==> src/rtl/match_count_display_pkg.sv <==
// Shared constants for the match counter display: digit count,
// seven-segment codes and digit-enable patterns.
package match_count_display_pkg;

  localparam int NUM_DIGITS = 4;
  localparam int COUNT_W    = NUM_DIGITS * 4;

  typedef logic [3:0] bcd_t;

  localparam logic [6:0] SEG_0     = 7'b1000000;
  localparam logic [6:0] SEG_1     = 7'b1111001;
  localparam logic [6:0] SEG_2     = 7'b0100100;
  localparam logic [6:0] SEG_3     = 7'b0110000;
  localparam logic [6:0] SEG_4     = 7'b0011001;
  localparam logic [6:0] SEG_5     = 7'b0010010;
  localparam logic [6:0] SEG_6     = 7'b0000010;
  localparam logic [6:0] SEG_7     = 7'b1111000;
  localparam logic [6:0] SEG_8     = 7'b0000000;
  localparam logic [6:0] SEG_9     = 7'b0010000;
  localparam logic [6:0] SEG_BLANK = 7'b1111111;

  localparam logic [3:0] AN_ONES  = 4'b1110;
  localparam logic [3:0] AN_TENS  = 4'b1101;
  localparam logic [3:0] AN_HUNDS = 4'b1011;
  localparam logic [3:0] AN_THOUS = 4'b0111;

  function automatic logic [3:0] an_code(input logic [1:0] sel);
    logic [3:0] a;
    unique case (sel)
      2'd0:    a = AN_ONES;
      2'd1:    a = AN_TENS;
      2'd2:    a = AN_HUNDS;
      default: a = AN_THOUS;
    endcase
    return a;
  endfunction

endpackage

==> src/rtl/match_count_display_bcd_to_7seg.sv <==
// Combinational BCD digit to active-low seven-segment decoder
// with a blank override.
module bcd_to_7seg
  import match_count_display_pkg::*;
(
  input  logic [3:0] i_digit,
  input  logic       i_blank,
  output logic [6:0] o_seg
);

  always_comb begin
    o_seg = SEG_BLANK;
    if (!i_blank) begin
      unique case (i_digit)
        4'd0:    o_seg = SEG_0;
        4'd1:    o_seg = SEG_1;
        4'd2:    o_seg = SEG_2;
        4'd3:    o_seg = SEG_3;
        4'd4:    o_seg = SEG_4;
        4'd5:    o_seg = SEG_5;
        4'd6:    o_seg = SEG_6;
        4'd7:    o_seg = SEG_7;
        4'd8:    o_seg = SEG_8;
        4'd9:    o_seg = SEG_9;
        default: o_seg = SEG_BLANK;
      endcase
    end
  end

endmodule

==> src/rtl/match_count_display.sv <==
// Counts registered match pulses in 4-digit BCD and drives a
// multiplexed active-low seven-segment display.
module match_count_display
  import match_count_display_pkg::*;
#(
  parameter int REFRESH_BITS = 18,
  parameter bit BLANK_LZ     = 1'b1
) (
  input  logic               clk,
  input  logic               reset,
  input  logic               z,
  input  logic               clear,
  output logic [COUNT_W-1:0] count_bcd,
  output logic [3:0]         an,
  output logic [6:0]         seg,
  output logic               dp
);

  localparam logic [REFRESH_BITS-1:0] REF_ONE = 1;

  logic                           r_z_q;
  logic [NUM_DIGITS-1:0][3:0]     r_count;
  logic [REFRESH_BITS-1:0]        r_refresh;
  logic [3:0]                     r_an;
  logic [6:0]                     r_seg;
  logic                           r_dp;

  logic [NUM_DIGITS-1:0][3:0]     w_count_inc;
  logic [1:0]                     w_sel;
  bcd_t                           w_digit;
  logic                           w_blank;
  logic [6:0]                     w_seg;

  // Decimal ripple increment; 9999 wraps to 0000.
  always_comb begin
    logic carry;
    carry       = 1'b1;
    w_count_inc = r_count;
    for (int i = 0; i < NUM_DIGITS; i++) begin
      if (carry) begin
        if (r_count[i] == 4'd9) begin
          w_count_inc[i] = 4'd0;
        end else begin
          w_count_inc[i] = r_count[i] + 4'd1;
          carry          = 1'b0;
        end
      end
    end
  end

  assign w_sel   = r_refresh[REFRESH_BITS-1 -: 2];
  assign w_digit = r_count[w_sel];

  // Blank only zeros above the highest nonzero digit.
  always_comb begin
    w_blank = 1'b0;
    if (BLANK_LZ) begin
      unique case (w_sel)
        2'd0:    w_blank = 1'b0;
        2'd1:    w_blank = (r_count[3:1] == '0);
        2'd2:    w_blank = (r_count[3:2] == '0);
        default: w_blank = (r_count[3] == 4'd0);
      endcase
    end
  end

  bcd_to_7seg u_dec (
    .i_digit (w_digit),
    .i_blank (w_blank),
    .o_seg   (w_seg)
  );

  always_ff @(posedge clk) begin
    if (!reset) begin
      r_z_q     <= 1'b0;
      r_count   <= '0;
      r_refresh <= '0;
      r_an      <= AN_ONES;
      r_seg     <= SEG_0;
      r_dp      <= 1'b1;
    end else begin
      r_z_q     <= z;
      r_refresh <= r_refresh + REF_ONE;
      r_an      <= an_code(w_sel);
      r_seg     <= w_seg;
      r_dp      <= 1'b1;
      if (clear) begin
        r_count <= '0;
      end else if (r_z_q) begin
        r_count <= w_count_inc;
      end
    end
  end

  assign count_bcd = r_count;
  assign an        = r_an;
  assign seg       = r_seg;
  assign dp        = r_dp;

endmodule

==> config.mk <==
export PLATFORM = sky130hd
export DESIGN_NAME = match_count_display
export DESIGN_NICKNAME = d
export VERILOG_FILES = /design/src/rtl/match_count_display_pkg.sv /design/src/rtl/match_count_display_bcd_to_7seg.sv /design/src/rtl/match_count_display.sv
export SDC_FILE = /design/constraint.sdc
export NUM_CORES = 1
export LEC_CHECK = 0
export CAP_MARGIN = 5
export CORE_UTILIZATION = 30
export CTS_CLUSTER_SIZE = 14
export DETAILED_ROUTE_END_ITERATION = 7
export PLACE_DENSITY_LB_ADDON = 0.12
export SLEW_MARGIN = 40
export SYNTH_ARGS = -nofsm -noshare
export SYNTH_HDL_FRONTEND = slang
export SYNTH_SLANG_ARGS = --single-unit
==> constraint.sdc <==
create_clock -name clk -period 2.15 [get_ports clk]
set_clock_uncertainty 0.05 [all_clocks]
set_input_delay 0.5375 -clock clk [delete_from_list [all_inputs] [get_ports clk]]
set_output_delay 0.5375 -clock clk [all_outputs]
set_load 0.005 [all_outputs]
==> impl_metrics.csv <==
group,metric,value,unit
clock_network,htreeDepth,2,
clock_network,cts_setup_buffers,0,
detailed_routing,viasPerCell,4.79,
global_route,grt_use_total,0.135,
die,dieArea,8030,µm²
die,core,7330,µm²
place,hpwl,3.68,mm
clock_network,clock-sinks,46,
detailed_routing,post-route-drc-count,0,
clock_network,cts.clk_slew.worst_paths,0.09,ns
yosys,ys_async_sr_fraction,0,
yosys,synth_edf_count,0,
yosys,synth_area_leader_cell,"dfxtp_1",
die,start_util,0.314,
final_layout,layout.cells.most_common_list,"dfxtp_1, clkdlybuf4s50_1, nand2_1",
timing,hold_viol,0,
final_layout,final_common_cell,"dfxtp_1",
yosys,synth-seq-area-share,0.400,
yosys,synth_area,2300,µm²
worst_setup_path,slowest_delay,0.58,ns
worst_setup_path,path_buf_inv,1,
yosys,yosysTopAreaCellShare,0.400,
worst_hold_path,min_path_type,"reg -> reg",
worst_setup_path,critPathArrivalTime,1.37,ns
global_route,grt_max_degree,18,
clock_network,worstSkewPairLatency,0.30,ns
detailed_routing,drtPass1Iterations,4,
final_layout,antenna_cells,0,
detailed_routing,drt_iter0_drc,61,
timing,fin_crit_sh,0.911,
final_layout,drive_gt1_frac,0.114,
yosys,syn_inst,254,
detailed_routing,routed_wl,4.99,mm
timing,setup_viol,0,
timing,tns,0,ns
final_layout,syn2layout_area_growth,22.7,%
worst_setup_path,worst-setup-path-type,"reg -> out",
die,fp-row-count,31,
global_route,antenna_found_initial,0,
worst_setup_path,cp_top_family,"buffers and inverters",
worst_setup_path,crit_chain,"clkdlybuf4s50_1",
yosys,synthTopCellsByArea,"dfxtp_1, mux4_2, xor2_1",
clock_network,cts_made_buffers,5,
timing,fmax,510,MHz
place,portBuffers,30,
job,drv_cap,0,
yosys,synth.ff_latch_count,46,
detailed_routing,post_drt_wl_per_cell,12.8,µm
die,die_y,89.6,µm
clock_network,cts_buffer_depth,2,
yosys,syn-num-nets,264,
yosys,yosysWarnings,0,
detailed_routing,route.vias.total,1865,
power_and_ir_drop,p_per_area,517,nW/µm²
place,globalplace.congestion,0.787,
power_and_ir_drop,power_leakage,1.05,nW
global_route,overflow,0,
place,place_area,2740,µm²
final_layout,nets,299,
clock_network,root_buffer,"clkbuf_8",
final_layout,n_fill_cell,738,
global_route,grt_pass1_vias,1670,
final_layout,fin_cells,389,
final_layout,fin_area,2830,µm²
die,io_pins,32,
worst_setup_path,end_kind,"output pin",
worst_setup_path,cp_slowest_cell,"clkdlybuf4s50_1",
timing,min_period,1.96,ns
yosys,synth_cell_types,49,
worst_setup_path,cp_max_fo,9,
power_and_ir_drop,peakVddDrop,0.221,mV
clock_network,cts_tree,"built",
run_status,status,"completed",
worst_setup_path,crit_required,1.56,ns
timing,rsz0062_at_grt,"false",
yosys,synth_area_per_cell,9.07,µm²
worst_setup_path,crit_path_start_kind,"register",
die,die_w,89.6,µm
detailed_routing,antenna_left,0,
yosys,synth-main-ff-cell,"dfxtp_1",
place,dp_cells,381,
global_route,grt_pass1_wl,8.20,mm
timing,slew_violations,0,
power_and_ir_drop,total_power,0.00146,W
[worst paths after layout]
path | cells after the start | startpoint | slack [ns] | endpoint
worst max-delay path | 1 | count_bcd[1] | 0.19 | count_bcd[1]
worst min-delay path | 2 | r_refresh[15] | 0.42 | r_refresh[15]
worst max register to register | 6 | r_refresh[16] | 0.23 | seg[1]
worst min register to register | 2 | r_refresh[15] | 0.42 | r_refresh[15]
[report_power, final]
group | switching (W) | total, W | internal, W
Combinational | 0.0000275 | 0.0000545 | 0.0000271
Clock | 0.000309 | 0.000538 | 0.000229
Sequential | 0.00000878 | 0.000868 | 0.000860
Total | 0.000345 | 0.00146 | 0.00112
[synth_stat cells (all sizes together), types with 2 or more instances]
master  instances
nand4           4
xor2           11
nand3          13
o21ai          13
buf             7
dfxtp          46
nor2b           6
nand2          22
mux4            5
o21a            2
nand2b         13
nor4            2
or2             3
a21oi          15
or4             3
clkbuf          6
ha              6
or3             3
and3            3
nor2           15
xnor2           6
nor3            6
and2           14
a211oi          2
inv             5
mux2i           7
[cells by family (layout without fill, tap and decap cells)]
kind of cell,count (synthesis),in the layout,synth area share
and+or+nand+nor,115,115,0.279
AOI/OAI and AO/OA,39,39,0.102
DFF,46,46,0.400
xor gates and xnor gates,17,17,0.0646
adders and majority gates,6,6,0.0326
other,1,1,0.00163
buffers and inverters,18,54,0.0407
muxes,12,12,0.0793
[state kept, by name (all words and copies together), names as in the netlist]
register,flops
r_refresh,18
an,4
count_bcd,16
seg,7
r_z_q,1
[metrics by stage]
| stage | hold slack, ns | worst slack, ns | utilization |
|---|---|---|---|
| 2_1_floorplan | 0.392 | 0.157 | - |
| 3_3_place_gp | 0.404 | 0.169 | 0.373 |
| 3_5_place_dp | 0.415 | 0.110 | 0.373 |
| 4_1_cts | 0.428 | 0.0902 | 0.385 |
| 5_1_grt | 0.456 | 0.0941 | 0.386 |
| 6_report | 0.425 | 0.191 | 0.386 |
[layer usage]
metal / part of all wire / vias up / GRT usage
met1: 0.49 / 872 / 0.172
met4: 0.013 / 0 / 0.0433
li1: - / 946 / -
met2: 0.45 / 41 / 0.220
met3: 0.053 / 6 / 0.0375
met5: 0 / - / 0
[what timing repair did]
item                       CTS  global route
setup endpoints to repair    0             1
hold buffers                 0             0
gates resized for setup      0             1
[layout make-up]
class	count	area, µm²	area share
Clock buffer	5	68.8	0.0243
Clock inverter	3	21.3	0.00753
Inverter	5	18.8	0.00664
Multi-Input combinational cell	190	1290	0.456
Sequential cell	46	922	0.326
Tap cell	99	124	0.0438
Timing Repair Buffer	41	383	0.135
(Power assumes the default switching activity.)
